===== config.mk =====
export PLATFORM = sky130hd
export DESIGN_NAME = kmkz_divide_pipe
export DESIGN_NICKNAME = d
export VERILOG_FILES = /design/src/rtl/kmkz_divide_pipe_pkg.sv /design/src/rtl/kmkz_div_step.sv /design/src/rtl/kmkz_divide_pipe.sv
export SDC_FILE = /design/constraint.sdc
export NUM_CORES = 1
export LEC_CHECK = 0
export BUFFER_PORTS_ARGS = -buffer_cell sky130_fd_sc_hd__buf_2
export CAP_MARGIN = 25
export CORE_MARGIN = 5
export CORE_UTILIZATION = 55
export DETAILED_ROUTE_END_ITERATION = 7
export PLACE_DENSITY = 0.74
export REMOVE_ABC_BUFFERS = 1
export SYNTH_ARGS = -nofsm -noshare
export SYNTH_HDL_FRONTEND = slang
export SYNTH_SLANG_ARGS = --single-unit

===== constraint.sdc =====
create_clock -name clk_i -period 4.1 [get_ports clk_i]
set_input_delay 0.41 -clock clk_i [delete_from_list [all_inputs] [get_ports clk_i]]
set_output_delay 0.41 -clock clk_i [all_outputs]
set_load 0.03 [all_outputs]

===== src/rtl/kmkz_divide_pipe_pkg.sv =====
// Shared constants for the Kamikaze-uRV iterative divider: M-extension funct3 codes.
package kmkz_divide_pipe_pkg;

  localparam logic [2:0] FUNC_DIV  = 3'd4;
  localparam logic [2:0] FUNC_DIVU = 3'd5;
  localparam logic [2:0] FUNC_REM  = 3'd6;
  localparam logic [2:0] FUNC_REMU = 3'd7;

endpackage


===== src/rtl/kmkz_div_step.sv =====
// One combinational restoring-division step: shift in a dividend bit, subtract if it fits.
module kmkz_div_step #(
  parameter int unsigned WIDTH = 32
) (
  input  logic [WIDTH-1:0] r_i,
  input  logic             bit_i,
  input  logic [WIDTH-1:0] d_i,
  output logic [WIDTH-1:0] r_next_o,
  output logic             q_bit_o
);

  logic [WIDTH:0] shifted;
  logic [WIDTH:0] trial;

  // r < d always holds, so the WIDTH+1-bit difference cannot wrap and its MSB is the sign.
  always_comb begin
    shifted  = {r_i, bit_i};
    trial    = shifted - {1'b0, d_i};
    q_bit_o  = ~trial[WIDTH];
    r_next_o = q_bit_o ? trial[WIDTH-1:0] : {r_i[WIDTH-2:0], bit_i};
  end

endmodule


===== src/rtl/kmkz_divide_pipe.sv =====
// Iterative DIV/DIVU/REM/REMU unit for the execute stage, retiring BITS_PER_CYCLE
// quotient bits per cycle, with early completion for divide-by-zero and signed overflow.
module kmkz_divide_pipe
  import kmkz_divide_pipe_pkg::*;
#(
  parameter int unsigned WIDTH          = 32,
  parameter int unsigned BITS_PER_CYCLE = 1
) (
  input  logic             clk_i,
  input  logic             rst_n_i,
  input  logic             x_stall_i,
  input  logic             x_kill_i,
  output logic             x_stall_req_o,
  input  logic             d_valid_i,
  input  logic             d_is_divide_i,
  input  logic [WIDTH-1:0] d_rs1_i,
  input  logic [WIDTH-1:0] d_rs2_i,
  input  logic [2:0]       d_fun_i,
  output logic [WIDTH-1:0] x_rd_o
);

  localparam int unsigned N     = WIDTH / BITS_PER_CYCLE;
  localparam int unsigned CNT_W = (N > 1) ? $clog2(N) : 1;

  localparam logic [1:0] ST_IDLE = 2'd0;
  localparam logic [1:0] ST_ITER = 2'd1;
  localparam logic [1:0] ST_FIX  = 2'd2;
  localparam logic [1:0] ST_DONE = 2'd3;

  localparam logic [WIDTH-1:0] INT_MIN  = {1'b1, {(WIDTH-1){1'b0}}};
  localparam logic [CNT_W-1:0] CNT_LAST = CNT_W'(N - 1);

  logic [1:0]       state_q, state_d;
  logic             is_rem_q, is_rem_d;
  logic             n_sign_q, n_sign_d;
  logic             d_sign_q, d_sign_d;
  logic             special_q, special_d;
  logic [WIDTH-1:0] dvd_q, dvd_d;
  logic [WIDTH-1:0] dvs_q, dvs_d;
  logic [WIDTH-1:0] quo_q, quo_d;
  logic [WIDTH-1:0] rem_q, rem_d;
  logic [WIDTH-1:0] rd_q, rd_d;
  logic [CNT_W-1:0] cnt_q, cnt_d;

  logic                      start;
  logic                      op_signed, op_rem;
  logic                      rs1_neg, rs2_neg;
  logic                      div_zero, sgn_ovf;
  logic [WIDTH-1:0]          result;
  logic [WIDTH-1:0]          rem_step;
  logic [BITS_PER_CYCLE-1:0] q_bits;

  // Decode of the instruction presented by the decode stage.
  always_comb begin
    start     = !x_stall_i && !x_kill_i && d_valid_i && d_is_divide_i;
    op_signed = (d_fun_i == FUNC_DIV) || (d_fun_i == FUNC_REM);
    op_rem    = (d_fun_i == FUNC_REM) || (d_fun_i == FUNC_REMU);
    rs1_neg   = op_signed & d_rs1_i[WIDTH-1];
    rs2_neg   = op_signed & d_rs2_i[WIDTH-1];
    div_zero  = (d_rs2_i == '0);
    sgn_ovf   = op_signed && (d_rs1_i == INT_MIN) && (d_rs2_i == '1);
  end

  // Chain of restoring steps; stage k consumes dividend bit WIDTH-1-k (MSB first).
  for (genvar k = 0; k < BITS_PER_CYCLE; k++) begin : g_step
    logic [WIDTH-1:0] r_in;
    logic [WIDTH-1:0] r_out;
    if (k == 0) begin : g_first
      assign r_in = rem_q;
    end else begin : g_next
      assign r_in = g_step[k-1].r_out;
    end
    kmkz_div_step #(.WIDTH(WIDTH)) u_step (
      .r_i      (r_in),
      .bit_i    (dvd_q[WIDTH-1-k]),
      .d_i      (dvs_q),
      .r_next_o (r_out),
      .q_bit_o  (q_bits[BITS_PER_CYCLE-1-k])
    );
  end
  assign rem_step = g_step[BITS_PER_CYCLE-1].r_out;

  // Sign correction; special-case results bypass it.
  always_comb begin
    if (special_q) begin
      result = is_rem_q ? rem_q : quo_q;
    end else if (is_rem_q) begin
      result = n_sign_q ? -rem_q : rem_q;
    end else begin
      result = (n_sign_q ^ d_sign_q) ? -quo_q : quo_q;
    end
  end

  // State register.
  always_ff @(posedge clk_i or negedge rst_n_i) begin
    if (!rst_n_i) begin
      state_q <= ST_IDLE;
    end else begin
      state_q <= state_d;
    end
  end

  // Next-state logic.
  always_comb begin
    state_d = state_q;
    unique case (state_q)
      ST_IDLE: begin
        if (start) begin
          state_d = (div_zero || sgn_ovf) ? ST_FIX : ST_ITER;
        end
      end
      ST_ITER: begin
        if (x_kill_i) begin
          state_d = ST_IDLE;
        end else if (cnt_q == CNT_LAST) begin
          state_d = ST_FIX;
        end
      end
      ST_FIX: begin
        state_d = x_kill_i ? ST_IDLE : ST_DONE;
      end
      ST_DONE: begin
        if (x_kill_i || !x_stall_i) begin
          state_d = ST_IDLE;
        end
      end
      default: state_d = ST_IDLE;
    endcase
  end

  // Datapath next values and stall request.
  always_comb begin
    is_rem_d      = is_rem_q;
    n_sign_d      = n_sign_q;
    d_sign_d      = d_sign_q;
    special_d     = special_q;
    dvd_d         = dvd_q;
    dvs_d         = dvs_q;
    quo_d         = quo_q;
    rem_d         = rem_q;
    cnt_d         = cnt_q;
    rd_d          = rd_q;
    x_stall_req_o = 1'b0;
    unique case (state_q)
      ST_IDLE: begin
        if (start) begin
          x_stall_req_o = 1'b1;
          is_rem_d      = op_rem;
          n_sign_d      = rs1_neg;
          d_sign_d      = rs2_neg;
          special_d     = div_zero || sgn_ovf;
          dvd_d         = rs1_neg ? -d_rs1_i : d_rs1_i;
          dvs_d         = rs2_neg ? -d_rs2_i : d_rs2_i;
          cnt_d         = '0;
          if (div_zero) begin
            quo_d = '1;
            rem_d = d_rs1_i;
          end else if (sgn_ovf) begin
            quo_d = d_rs1_i;
            rem_d = '0;
          end else begin
            quo_d = '0;
            rem_d = '0;
          end
        end
      end
      ST_ITER: begin
        x_stall_req_o = 1'b1;
        dvd_d         = dvd_q << BITS_PER_CYCLE;
        quo_d         = {quo_q[WIDTH-1-BITS_PER_CYCLE:0], q_bits};
        rem_d         = rem_step;
        cnt_d         = cnt_q + CNT_W'(1);
      end
      ST_FIX: begin
        x_stall_req_o = 1'b1;
        if (!x_kill_i) begin
          rd_d = result;
        end
      end
      default: ;
    endcase
  end

  // Datapath registers.
  always_ff @(posedge clk_i or negedge rst_n_i) begin
    if (!rst_n_i) begin
      is_rem_q  <= 1'b0;
      n_sign_q  <= 1'b0;
      d_sign_q  <= 1'b0;
      special_q <= 1'b0;
      dvd_q     <= '0;
      dvs_q     <= '0;
      quo_q     <= '0;
      rem_q     <= '0;
      cnt_q     <= '0;
      rd_q      <= '0;
    end else begin
      is_rem_q  <= is_rem_d;
      n_sign_q  <= n_sign_d;
      d_sign_q  <= d_sign_d;
      special_q <= special_d;
      dvd_q     <= dvd_d;
      dvs_q     <= dvs_d;
      quo_q     <= quo_d;
      rem_q     <= rem_d;
      cnt_q     <= cnt_d;
      rd_q      <= rd_d;
    end
  end

  assign x_rd_o = rd_q;

endmodule


; Yosys cells after proc, flatten, opt, wreduce, memory -nomap -nowiden
; Index checks and enable logic that the tools add are counted.
[totals]
ff_bits = 171
word_cells = 81
out_inout_bits = 33
in_bits = 73
[classes]
n_bitwise = 5
mux = 28
eq_ne = 12
addsub = 6
reduce_logical = 19
[op_table]
columns = op, n
row1 = two-way mux 32 bit, 14
row2 = case mux 32 bit (2 select lines), 3
row3 = negation 32 bit, 4
row4 = equality test 32 bit (second input constant), 2
row5 = subtractor 33 x 32 -> 33 bit, 1
row6 = logical NOT 32 bit, 1
row7 = two-way mux 2 bit, 6
row8 = case mux 5 bit (2 select lines), 1
row9 = equality test 3 bit (second input constant), 3
row10 = case mux 2 bit (4 select lines), 1
row11 = AND reduction 2 bit, 3
row12 = adder 5 x 1 -> 5 bit (second input constant), 1
row13 = equality test 5 bit (second input constant), 1
row14 = logical AND 1 bit, 5
row15 = two-way mux 5 bit, 1
row16 = equality test 2 bit (second input constant), 2
row17 = logical OR 1 bit, 4
row18 = != test 2 bit (second input constant), 2
row19 = != test 3 bit (second input constant), 1
row20 = AND reduction 3 bit, 1
row21 = bitwise AND 1 bit, 2
row22 = equality test 2 x 1 -> 1 bit (second input constant), 1
row23 = logical NOT 1 bit, 2
row24 = logical NOT 2 bit, 1
row25 = 6 further kinds, 7

; Longest topological paths before layout
; Gate-level depths: netlist of the first run.
[logic_depth]
ltp_word = 8
depth_mapped = 13
ltp_nobuf = 11

; Modules after synthesis
; From an unflattened synthesis of the first run, not the netlist that was laid out.
[hier_totals]
cells_unflattened = 1655
area_unflattened_um2 = 13329.0
[by_module_without_submodules]
columns = module, cells_per_inst, instances, seq_area_each_um2, area_per_inst_um2
row1 = kmkz_divide_pipe, 1344, 1, 4279.1, 11073.1
row2 = kmkz_div_step, 311, 1, 0.0, 2255.9

; Least setup slack after synthesis of the first run
; No wires, ideal clock.
[synth_timing]
path_type = reg2reg
start = register rem_q[4] (netlist: g_step[0].r_in[4])
end = register rem_q[13] (netlist: g_step[0].r_in[13])
synth_period_minus_slack_ps = 2987
arrival_ps = 2855
slack_ps = 1113
path_buffers = 2
path_stages_with_launch = 12
setup_ps = 132
required_ps = 3968
cell_sequence = dfrtp_1 ha_1 a21o_1 or3_1 o211ai_1 a211oi_2 a221o_1 buf_4 xor2_4 buf_6 mux2i_1 o21ai_1
[synth_between]
elab_chain_len = 3
[synth_rtl]
columns = item, line
row1 = from (decl), kmkz_divide_pipe.sv:41  ; logic [WIDTH-1:0] rem_q, rem_d;
row2 = from (signal assigned), kmkz_divide_pipe.sv:205  ; rem_q <= rem_d;
row3 = subtractor 33 x 32 -> 33 bit, kmkz_div_step.sv:18  ; trial = shifted - {1'b0, d_i};
row4 = two-way mux 32 bit, kmkz_div_step.sv:20  ; r_next_o = q_bit_o ? trial[WIDTH-1:0] : {r_i[WIDTH-2:0], bit_i};
row5 = case mux 32 bit (2 select lines), kmkz_divide_pipe.sv:144  ; unique case (state_q)
; No other way between the ends.
; A chain may end at the register's enable or synchronous reset.

; Final worst setup path of the first run
[layout_timing]
start = register rem_q[4] (netlist: g_step[0].r_in[4])
end = register rem_q[0] (netlist: g_step[0].r_in[0])
; The elaborated chain is that of the path after synthesis.

==> results.sh, run 1 <==
export IMPL_dieHeight_um=164
export IMPL_die_width_um=164
export IMPL_setup_violations=0
export IMPL_cts_buffers=17
export IMPL_yosys_warnings=0
export IMPL_drive_above_1_share=0.124
export IMPL_ys_types=81
export IMPL_num_vias=12800
export IMPL_ctsResizeCount=0
export IMPL_r2r_cells=10
export IMPL_grt_start_max_net_pins=91
export IMPL_port_buffer_count=105
export IMPL_powerDensity_nw_per_um2=874
export IMPL_ir_drop_v=0.000407
export IMPL_ctsLongestPathBuffers=2
export IMPL_cp_required_ns=4.44
export IMPL_slowest_stage="dfrtp_1"
export IMPL_hold_viol_final=0
export IMPL_dieArea_um2=27000
export IMPL_crit_chain="ha_1, a21o_1, or3_1, o211ai_1, a211oi_2, a221o_1, xor2_4, buf_4, mux2_1, a22oi_1"
export IMPL_finalMaxSlewViolations=0
export IMPL_netlist_area_um2=13100
export IMPL_yosys_top_cells_area="dfrtp_1 33%, o21ai_0 7.3%, a21oi_1 6.4%"
export IMPL_hpwl_mm=30.4
export IMPL_gp_congestion=0.952
export IMPL_post_dp_cell_area_um2=13900
export IMPL_path_buf_inv=1
export IMPL_skew_ns=0.0120
export IMPL_tns_ns=0
export IMPL_hp_class="in -> async"
export IMPL_slew_headroom=0.408
export IMPL_post_cts_buffers=0
export IMPL_drv_cap=0
export IMPL_path_delay_family="compound AO/OA/AOI/OAI gates"
export IMPL_regToRegStartpoint="g_step[0].r_in[4]$_DFFE_PN0P_"
export IMPL_fin_crit_ns=3.57
export IMPL_drtPass1Iterations=5
export IMPL_layout_setup_ws_ns=0.527
export IMPL_cts_root_buffer="clkbuf_16"
export IMPL_syn_to_final_growth_pct=11.0
export IMPL_synth_edf_count=0
export IMPL_floorplan_initialDensity=0.557
export IMPL_cp_arrival_ns=3.91
export IMPL_yosys_register_bits=171
export IMPL_place_ws_ns=0.565
export IMPL_layout_nets=1837
export IMPL_max_freq_mhz=280
export IMPL_outcome="completed"
export IMPL_critical_path_depth=10
export IMPL_startpoint="g_step[0].r_in[4]$_DFFE_PN0P_"
export IMPL_crit_fanout=19
export IMPL_layout_common_cells="203 x nand2_1, 190 x o21ai_0, 169 x dfrtp_1, 167 x a21oi_1, 119 x nor2_1"
export IMPL_antenna_cells=0
export IMPL_tightest_slew_ns=0.888
export IMPL_clk_pin_slew_ns=0.07
export IMPL_overflow=0
export IMPL_critPathLaunchType="flop"
export IMPL_yosys_most_used_dff="dfrtp_1"
export IMPL_final_fill_count=2139
export IMPL_final_util=0.619
export IMPL_period_share=0.872
export IMPL_slowest_delay_ns=0.47
export IMPL_drcViolationCount=0
export IMPL_yosysTopAreaCellShare=0.327
export IMPL_via_per_inst=6.24
export IMPL_synth_async_reset_ratio=1.00
export IMPL_core_area_um2=23500
export IMPL_ant_nets=0
export IMPL_end_kind="flop"
export IMPL_rsz0062_at_grt="no"
export IMPL_insertion_delay_ns=0.43
export IMPL_final_common_cell="nand2_1"
export IMPL_synth_top_area_cell="dfrtp_1"
export IMPL_num_rows=56
export IMPL_syn_avg_cell_area_um2=7.87
export IMPL_p_leak_uw=0.00621
export IMPL_antenna_found_initial=1
export IMPL_wl_per_cell_um=20.0
export IMPL_fin_area_um2=14500
export IMPL_critPathKind="reg -> reg"
export IMPL_grt_pass1_vias=11900
export IMPL_grt_pass1_wl_mm=64.8
export IMPL_cts_htree_levels=4
export IMPL_ys_seq_area_frac=0.327
export IMPL_cts_hold_buf=0
export IMPL_cts_sinks=171
export IMPL_drtIter0Drc=1121
export IMPL_finalWirelength_mm=41.0
export IMPL_ios=106
export IMPL_cts_tree="yes"
export IMPL_grt_total_usage=0.303
export IMPL_p_total_uw=12700
export IMPL_syn_inst=1663
==> registers in the layout, summed over array words and instances (netlist names) <==
signal and cells:
state_q 2, cnt_q 5, d_sign_q 1, special_q 1
is_rem_q 1, quo_q 32, dvd_q 32, x_rd_o 32
n_sign_q 1, g_step.r_in 32, dvs_q 32
==> routing by layer <==
metal / global-route usage / vias up / part of all wire
met5: 0 / - / 0.00044
li1: - / 6150 / -
met2: 0.472 / 519 / 0.45
met1: 0.432 / 6047 / 0.45
met3: 0.0522 / 74 / 0.074
met4: 0.0953 / 2 / 0.029
==> report_power, final <==
part	internal, uW	switching [uW]	leakage [uW]
Clock	968	751	0.000303
Combinational	3020	4900	0.00370
Sequential	2360	692	0.00221
==> synthesized netlist by cell type (12+ instances only) <==
master / count
nand2b_1: 26
nor2_1: 119
buf_2: 12
xnor2_1: 55
o21ai_1: 27
a22oi_1: 23
a31oi_1: 24
o21ai_0: 190
xor2_1: 27
nand4_1: 23
nor3_1: 45
clkbuf_1: 82
dfrtp_1: 171
and2_1: 13
nor2b_1: 12
ha_1: 45
nand3_1: 26
nand2_1: 204
a211oi_1: 12
a21oi_1: 167
a22o_1: 13
o31ai_1: 18
nor4_1: 12
and3_1: 12
inv_1: 64
a21o_1: 13
or3_1: 15
mux2i_1: 40
==> worst paths after layout <==
| path | end | slack (ns) |
|---|---|---|
| min in group clk_i | is_rem_q$_DFFE_PN0P_ | 0.24 |
| setup / recovery | g_step[0].r_in[0]$_DFFE_PN0P_ | 0.53 |
| setup reg to reg | g_step[0].r_in[0]$_DFFE_PN0P_ | 0.53 |
| max in group asynchronous | dvs_q[19]$_DFFE_PN0P_ | 3.12 |
| hold reg to reg | x_rd_o[20]$_DFFE_PN0P_ | 0.46 |
| hold / removal | quo_q[5]$_DFFE_PN0P_ | 0.03 |
==> cell families after synthesis <==
group / after synthesis / share of synthesized area
AOI/OAI and AO/OA: 582 / 0.269
xor gates and xnor gates: 84 / 0.0582
adders and majority gates: 46 / 0.0446
buffers and inverters: 170 / 0.0513
DFF: 171 / 0.327
muxes: 54 / 0.0435
and+or+nand+nor: 556 / 0.206
==> per-stage QoR <==
stage | hold WS, ns | cells
after floorplan | 0.114 | 1557
after global placement | 0.450 | 2018
after detailed placement | 0.456 | 2018
after CTS | 0.0764 | 2050
after global routing | 0.111 | 2050
final | 0.0254 | 2050
==> final cells by class <==
class                   instances  area [um^2]  share of cell area
well taps                     319          399              0.0275
inverters                      64          240              0.0165
repair buffers                142          822              0.0566
multi-input cells            1322         8160               0.562
clock inverters                12          150              0.0103
flip-flops and latches        171         4280               0.295
clock buffers                  20          467              0.0321
Note: power is estimated with default switching activity, not from simulation.
==> run 2: changes to the inputs <==
--- a/config.mk
+++ b/config.mk
@@ -14,4 +14,5 @@
 export REMOVE_ABC_BUFFERS = 1
 export SYNTH_ARGS = -nofsm -noshare
 export SYNTH_HDL_FRONTEND = slang
+export SYNTH_HIERARCHICAL = 1
 export SYNTH_SLANG_ARGS = --single-unit
==> results.sh, run 2 <==
export IMPL_comb_power_share=0.627
export IMPL_fin_crit_ns=3.73
export IMPL_hp_class="in -> async"
export IMPL_syn_to_final_growth_pct=10.3
export IMPL_wl_per_cell_um=19.9
export IMPL_power_switching_uw=6910
export IMPL_yosys_register_bits=171
export IMPL_regArea_um2=4280
export IMPL_p_clk_frac=0.126
export IMPL_dpl_cell_count=2004
export IMPL_ant_nets=0
export IMPL_drcViolationCount=0
export IMPL_syn_avg_cell_area_um2=8.05
export IMPL_cts_hold_buf=0
export IMPL_cts_root_buffer="clkbuf_16"
export IMPL_wl_met1_mm=17.5
export IMPL_crit_chain="inv_1, ha_1, fa_1, and2b_1, o2111ai_1, a21oi_2, o2111ai_1, a211oi_2, nor2_2, mux2i_1, and2_4, inv_2, buf_12, mux2_4, nand2_1, a31oi_1"
export IMPL_p_int_uw=7320
export IMPL_rsz0062_at_grt="no"
export IMPL_wl_met3_mm=2.95
export IMPL_layout_nets=1818
export IMPL_clk_pin_slew_ns=0.07
export IMPL_path_common_cell="o2111ai_1"
export IMPL_synth_edf_count=0
export IMPL_drive_above_1_share=0.134
export IMPL_worst_hold_slack_ns=-0.000305
export IMPL_grt_pass1_vias=12200
export IMPL_num_vias=13000
export IMPL_critPathLaunchType="flop"
export IMPL_skew_ns=0.0119
export IMPL_grt_total_usage=0.288
export IMPL_p_leak_uw=0.00610
export IMPL_slowest_delay_ns=0.40
export IMPL_grt_start_max_net_pins=91
export IMPL_dieHeight_um=166
export IMPL_p_total_uw=14200
export IMPL_hold_viol_final=2
export IMPL_num_rows=57
export IMPL_port_buffer_count=105
export IMPL_synth_top_area_cell="dfrtp_1"
export IMPL_path_buf_inv=3
export IMPL_hpwl_mm=29.7
export IMPL_period_share=0.909
export IMPL_r2r_cells=16
export IMPL_slew_headroom=0.323
export IMPL_ir_drop_v=0.000489
export IMPL_ctsLongestPathBuffers=2
export IMPL_grt_pass1_wl_mm=65.4
export IMPL_synth_most_common_cell="nand2_1"
export IMPL_gp_congestion=0.980
export IMPL_layout_common_cells="179 x nand2_1, 170 x dfrtp_1, 134 x nor2_1, 125 x o21ai_0, 116 x a21oi_1"
export IMPL_post_cts_buffers=0
export IMPL_tightest_slew_ns=1.01
export IMPL_end_kind="flop"
export IMPL_ios=106
export IMPL_critical_path_depth=16
export IMPL_max_freq_mhz=268
export IMPL_synth_common_cells="179 x nand2_1, 171 x dfrtp_1, 134 x nor2_1, 125 x o21ai_0, 116 x a21oi_1"
export IMPL_cts_buffers=17
export IMPL_setup_violations=0
export IMPL_drtPass1Iterations=6
export IMPL_cp_required_ns=4.37
export IMPL_floorplan_initialDensity=0.553
export IMPL_failed_checks="hold timing"
export IMPL_syn_inst=1655
export IMPL_final_fill_count=2236
export IMPL_critPathKind="reg -> reg"
export IMPL_drtIter0Drc=1395
export IMPL_final_common_cell="nand2_1"
export IMPL_cts_htree_levels=4
export IMPL_yosysTopAreaCellShare=0.321
export IMPL_ctsResizeCount=0
export IMPL_via_per_inst=6.37
export IMPL_finalMaxSlewViolations=0
export IMPL_p_sw_frac=0.485
export IMPL_core_area_um2=24100
export IMPL_yosys_most_used_dff="dfrtp_1"
export IMPL_drv_cap=0
export IMPL_crit_fanout=22
export IMPL_antenna_cells=0
export IMPL_finalWirelength_mm=40.5
export IMPL_multiInputGateArea_um2=8320
export IMPL_dieArea_um2=27400
export IMPL_finalNonFillerCells=2036
export IMPL_yosys_top_cells_area="dfrtp_1 32%, nand2_1 5.0%, o21ai_0 4.7%"
export IMPL_antenna_found_initial=1
export IMPL_ys_seq_area_frac=0.321
export IMPL_highest_layer="met5"
export IMPL_slowest_stage="fa_1"
export IMPL_yosys_warnings=6
export IMPL_die_width_um=166
export IMPL_p_seq_frac=0.247
export IMPL_synth_async_reset_ratio=1.00
export IMPL_cts_tree="yes"
export IMPL_powerDensity_nw_per_um2=969
export IMPL_cts_sinks=171
export IMPL_cp_arrival_ns=4.00
export IMPL_dr_wl_met2_mm=18.4
export IMPL_netlist_area_um2=13300
export IMPL_ys_types=87
export IMPL_path_delay_family="compound AO/OA/AOI/OAI gates"
export IMPL_outcome="complete, but fails checks"
export IMPL_overflow=0
export IMPL_insertion_delay_ns=0.44
-- run 2: final timing paths --
| kind | slack (ns) | endpoint | start |
|---|---|---|---|
| setup / recovery | 0.37 | g_step[0].r_in[19]$_DFFE_PN0P_ | dvd_q[31]$_DFFE_PN0P_ |
| hold / removal | -0.0003 | quo_q[12]$_DFFE_PN0P_ | rst_n_i |
| setup reg to reg | 0.37 | g_step[0].r_in[19]$_DFFE_PN0P_ | dvd_q[31]$_DFFE_PN0P_ |
| hold reg to reg | 0.47 | x_rd_o[7]$_DFFE_PN0P_ | x_rd_o[7]$_DFFE_PN0P_ |
| max in group asynchronous | 3.07 | is_rem_q$_DFFE_PN0P_ | rst_n_i |
| min in group clk_i | 0.25 | is_rem_q$_DFFE_PN0P_ | d_fun_i[1] |
-- run 2: final cells by class --
cell class | count | share of cell area
clock buffer | 18 | 0.0292
timing repair buffer | 143 | 0.0564
inverter | 59 | 0.0151
tap | 324 | 0.0276
sequential | 171 | 0.291
multi-input combinational | 1307 | 0.566
clock inverter | 14 | 0.0140
-- run 2: power groups by stage --
stage | registers [uW] | clock network, uW | logic, uW
2_1_floorplan | 3600 | 0 | 6350
3_3_place_gp | 3460 | 0 | 8610
3_5_place_dp | 3510 | 0 | 8750
4_1_cts | 3480 | 1810 | 8810
5_1_grt | 3640 | 1890 | 9800
6_report | 3520 | 1800 | 8920
-- run 2: routing by layer --
metal,GRT usage,up-vias
met5,0,-
met4,0.120,2
met3,0.0431,107
met2,0.452,580
met1,0.401,6171
li1,-,6119
-- run 2: worst reg2reg max path, stage by stage (launching register included) --
cell	delay, ns
dfrtp_1	0.37
inv_1	0.05
ha_1	0.22
fa_1	0.40
and2b_1	0.23
o2111ai_1	0.17
a21oi_2	0.29
o2111ai_1	0.20
a211oi_2	0.27
nor2_2	0.10
mux2i_1	0.23
and2_4	0.30
inv_2	0.07
buf_12	0.18
mux2_4	0.31
nand2_1	0.07
a31oi_1	0.11
-- run 2: kinds of logic after synthesis --
group,share of synthesized area
AND/OR/NAND/NOR,0.216
AO/OA/AOI/OAI,0.231
buffers and inverters,0.0564
flip-flops,0.321
XOR/XNOR,0.0683
multiplexers,0.0632
adder cells (fa/ha/maj),0.0437
-- run 2: stage by stage --
step,cell area (um^2),setup TNS (ns),hold WS (ns),setup WS [ns],util
floorplan,12800,-416.27,0.114,-5.12,-
global placement,14100,0,0.450,0.631,0.583
detailed placement,14100,0,0.465,0.501,0.583
CTS,14700,0,0.0807,0.390,0.610
global route,14700,0,0.105,0.177,0.610
finish,14700,0,-0.000305,0.373,0.610
==> run 3: changes to the inputs <==
--- a/config.mk
+++ b/config.mk
@@ -7,12 +7,15 @@
 export LEC_CHECK = 0
 export BUFFER_PORTS_ARGS = -buffer_cell sky130_fd_sc_hd__buf_2
 export CAP_MARGIN = 25
+export CORE_ASPECT_RATIO = 0.5
 export CORE_MARGIN = 5
 export CORE_UTILIZATION = 55
 export DETAILED_ROUTE_END_ITERATION = 7
+export HOLD_SLACK_MARGIN = 0.03
 export PLACE_DENSITY = 0.74
 export REMOVE_ABC_BUFFERS = 1
 export SYNTH_ARGS = -nofsm -noshare
 export SYNTH_HDL_FRONTEND = slang
 export SYNTH_HIERARCHICAL = 1
 export SYNTH_SLANG_ARGS = --single-unit
+export TNS_END_PERCENT = 5
==> results.sh, run 3 (synthesis gave the netlist of run 2 again) <==
export IMPL_outcome="completed"
export IMPL_dieArea_um2=27600
export IMPL_drv_cap=0
export IMPL_slowest_delay_ns=0.41
export IMPL_cts_tree="yes"
export IMPL_hold_path_startpoint="d_fun_i[1]"
export IMPL_setup_violations=0
export IMPL_p_leak_uw=0.00618
export IMPL_crit_chain="inv_1, ha_1, fa_1, and2b_1, o2111ai_1, a21oi_2, o2111ai_1, a211oi_2, nor2_2, mux2i_1, and2_4, inv_2, buf_12, mux2_4, nand2_1, a31oi_1"
export IMPL_ctsLongestPathBuffers=2
export IMPL_hp_class="in -> reg"
export IMPL_grt_start_max_net_pins=89
export IMPL_hpwl_mm=32.1
export IMPL_clk_pin_slew_ns=0.07
export IMPL_path_buf_inv=3
export IMPL_drtPass1Iterations=6
export IMPL_drtIter0Drc=1671
export IMPL_cp_arrival_ns=4.14
export IMPL_fin_crit_ns=3.86
export IMPL_core_area_um2=23900
export IMPL_finalWirelength_mm=43.5
export IMPL_p_total_uw=14600
export IMPL_layout_nets=1833
export IMPL_period_share=0.942
export IMPL_max_freq_mhz=259
export IMPL_final_common_cell="nand2_1"
export IMPL_insertion_delay_ns=0.45
export IMPL_crit_fanout=12
export IMPL_dieHeight_um=120
export IMPL_cts_buffers=17
export IMPL_end_kind="flop"
export IMPL_rrSetupSlack_ns=0.24
export IMPL_cts_sinks=171
export IMPL_num_rows=40
export IMPL_timing_rr_end="g_step[0].r_in[17]$_DFFE_PN0P_"
export IMPL_slew_headroom=0.274
export IMPL_hold_viol_final=0
export IMPL_cts_htree_levels=4
export IMPL_critPathLaunchType="flop"
export IMPL_via_per_inst=6.47
export IMPL_floorplan_initialDensity=0.557
export IMPL_antenna_found_initial=0
export IMPL_syn_to_final_growth_pct=11.1
export IMPL_ant_nets=0
export IMPL_holdPathStages=3
export IMPL_critPathKind="reg -> reg"
export IMPL_ir_drop_v=0.000681
export IMPL_path_delay_family="compound AO/OA/AOI/OAI gates"
export IMPL_antenna_cells=0
export IMPL_wl_per_cell_um=21.3
export IMPL_grt_total_usage=0.310
export IMPL_slowest_stage="fa_1"
export IMPL_cp_required_ns=4.38
export IMPL_ios=106
export IMPL_num_vias=13200
export IMPL_grt_pass1_vias=12200
export IMPL_layout_common_cells="179 x nand2_1, 170 x dfrtp_1, 134 x nor2_1, 125 x o21ai_0, 116 x a21oi_1"
export IMPL_path_common_cell="o2111ai_1"
export IMPL_drcViolationCount=0
export IMPL_r2r_cells=16
export IMPL_grt_pass1_wl_mm=68.1
export IMPL_cts_root_buffer="clkbuf_16"
export IMPL_overflow=0
export IMPL_die_width_um=230
export IMPL_tightest_slew_ns=1.08
export IMPL_finalMaxSlewViolations=0
export IMPL_hold_path_end="is_rem_q$_DFFE_PN0P_"
export IMPL_tns_ns=0
export IMPL_gp_congestion=0.952
export IMPL_skew_ns=0.0101
export IMPL_regToRegStartpoint="dvd_q[31]$_DFFE_PN0P_"
export IMPL_powerDensity_nw_per_um2=985
export IMPL_rsz0062_at_grt="no"
export IMPL_drive_above_1_share=0.140
export IMPL_port_buffer_count=105
run 3: through the flow:
stage	std cells	utilization	worst slack [ns]	hold slack, ns	area (um^2)
2_1_floorplan	1537	-	-5.12	0.114	12800
3_3_place_gp	2008	0.592	0.462	0.447	14200
3_5_place_dp	2008	0.592	0.362	0.469	14200
4_1_cts	2040	0.618	0.331	0.187	14800
5_1_grt	2041	0.619	0.0533	0.206	14800
6_report	2041	0.619	0.239	0.200	14800
run 3: layout make-up:
type / count / area [um^2]
Fill cell: 2124 / 9120
Multi-Input combinational cell: 1307 / 8320
Sequential cell: 171 / 4280
Timing Repair Buffer: 158 / 970
Clock buffer: 22 / 484
Tap cell: 315 / 394
Inverter: 59 / 221
Clock inverter: 9 / 135
run 3: worst max path at each step:
stage / from / end / cells past startpoint
floorplan: state_q[1]$_DFFE_PN0P_ / cnt_q[3]$_DFFE_PN0P_ / 7
global placement: dvd_q[31]$_DFFE_PN0P_ / g_step[0].r_in[13]$_DFFE_PN0P_ / 16
detailed placement: dvd_q[31]$_DFFE_PN0P_ / g_step[0].r_in[17]$_DFFE_PN0P_ / 16
CTS: dvd_q[31]$_DFFE_PN0P_ / g_step[0].r_in[17]$_DFFE_PN0P_ / 16
global route: dvd_q[31]$_DFFE_PN0P_ / g_step[0].r_in[23]$_DFFE_PN0P_ / 16
finish: dvd_q[31]$_DFFE_PN0P_ / g_step[0].r_in[17]$_DFFE_PN0P_ / 16
run 3: what timing repair did:
action                                 4_1_cts  5_1_grt
gates resized for setup                      0        0
setup buffers                                0        0
endpoints found under the hold margin       68        0
hold buffers                                 1        0
run 3: where the power goes:
part | switching, uW | internal (uW)
registers | 921 | 2510
logic | 5550 | 3870
clock network | 706 | 1020
total | 7180 | 7400
run 3: per-layer routing:
metal,track usage,vias up,share of wire
li1,-,6141,-
met2,0.464,683,0.43
met3,0.0693,76,0.11
met4,0.0914,0,0.020
met1,0.452,6314,0.44
met5,0,-,0
run 3: worst min-delay path: stages:
cell and delay [ns]:
buf_2 0.08, nand3_1 0.06, nand2_1 0.07
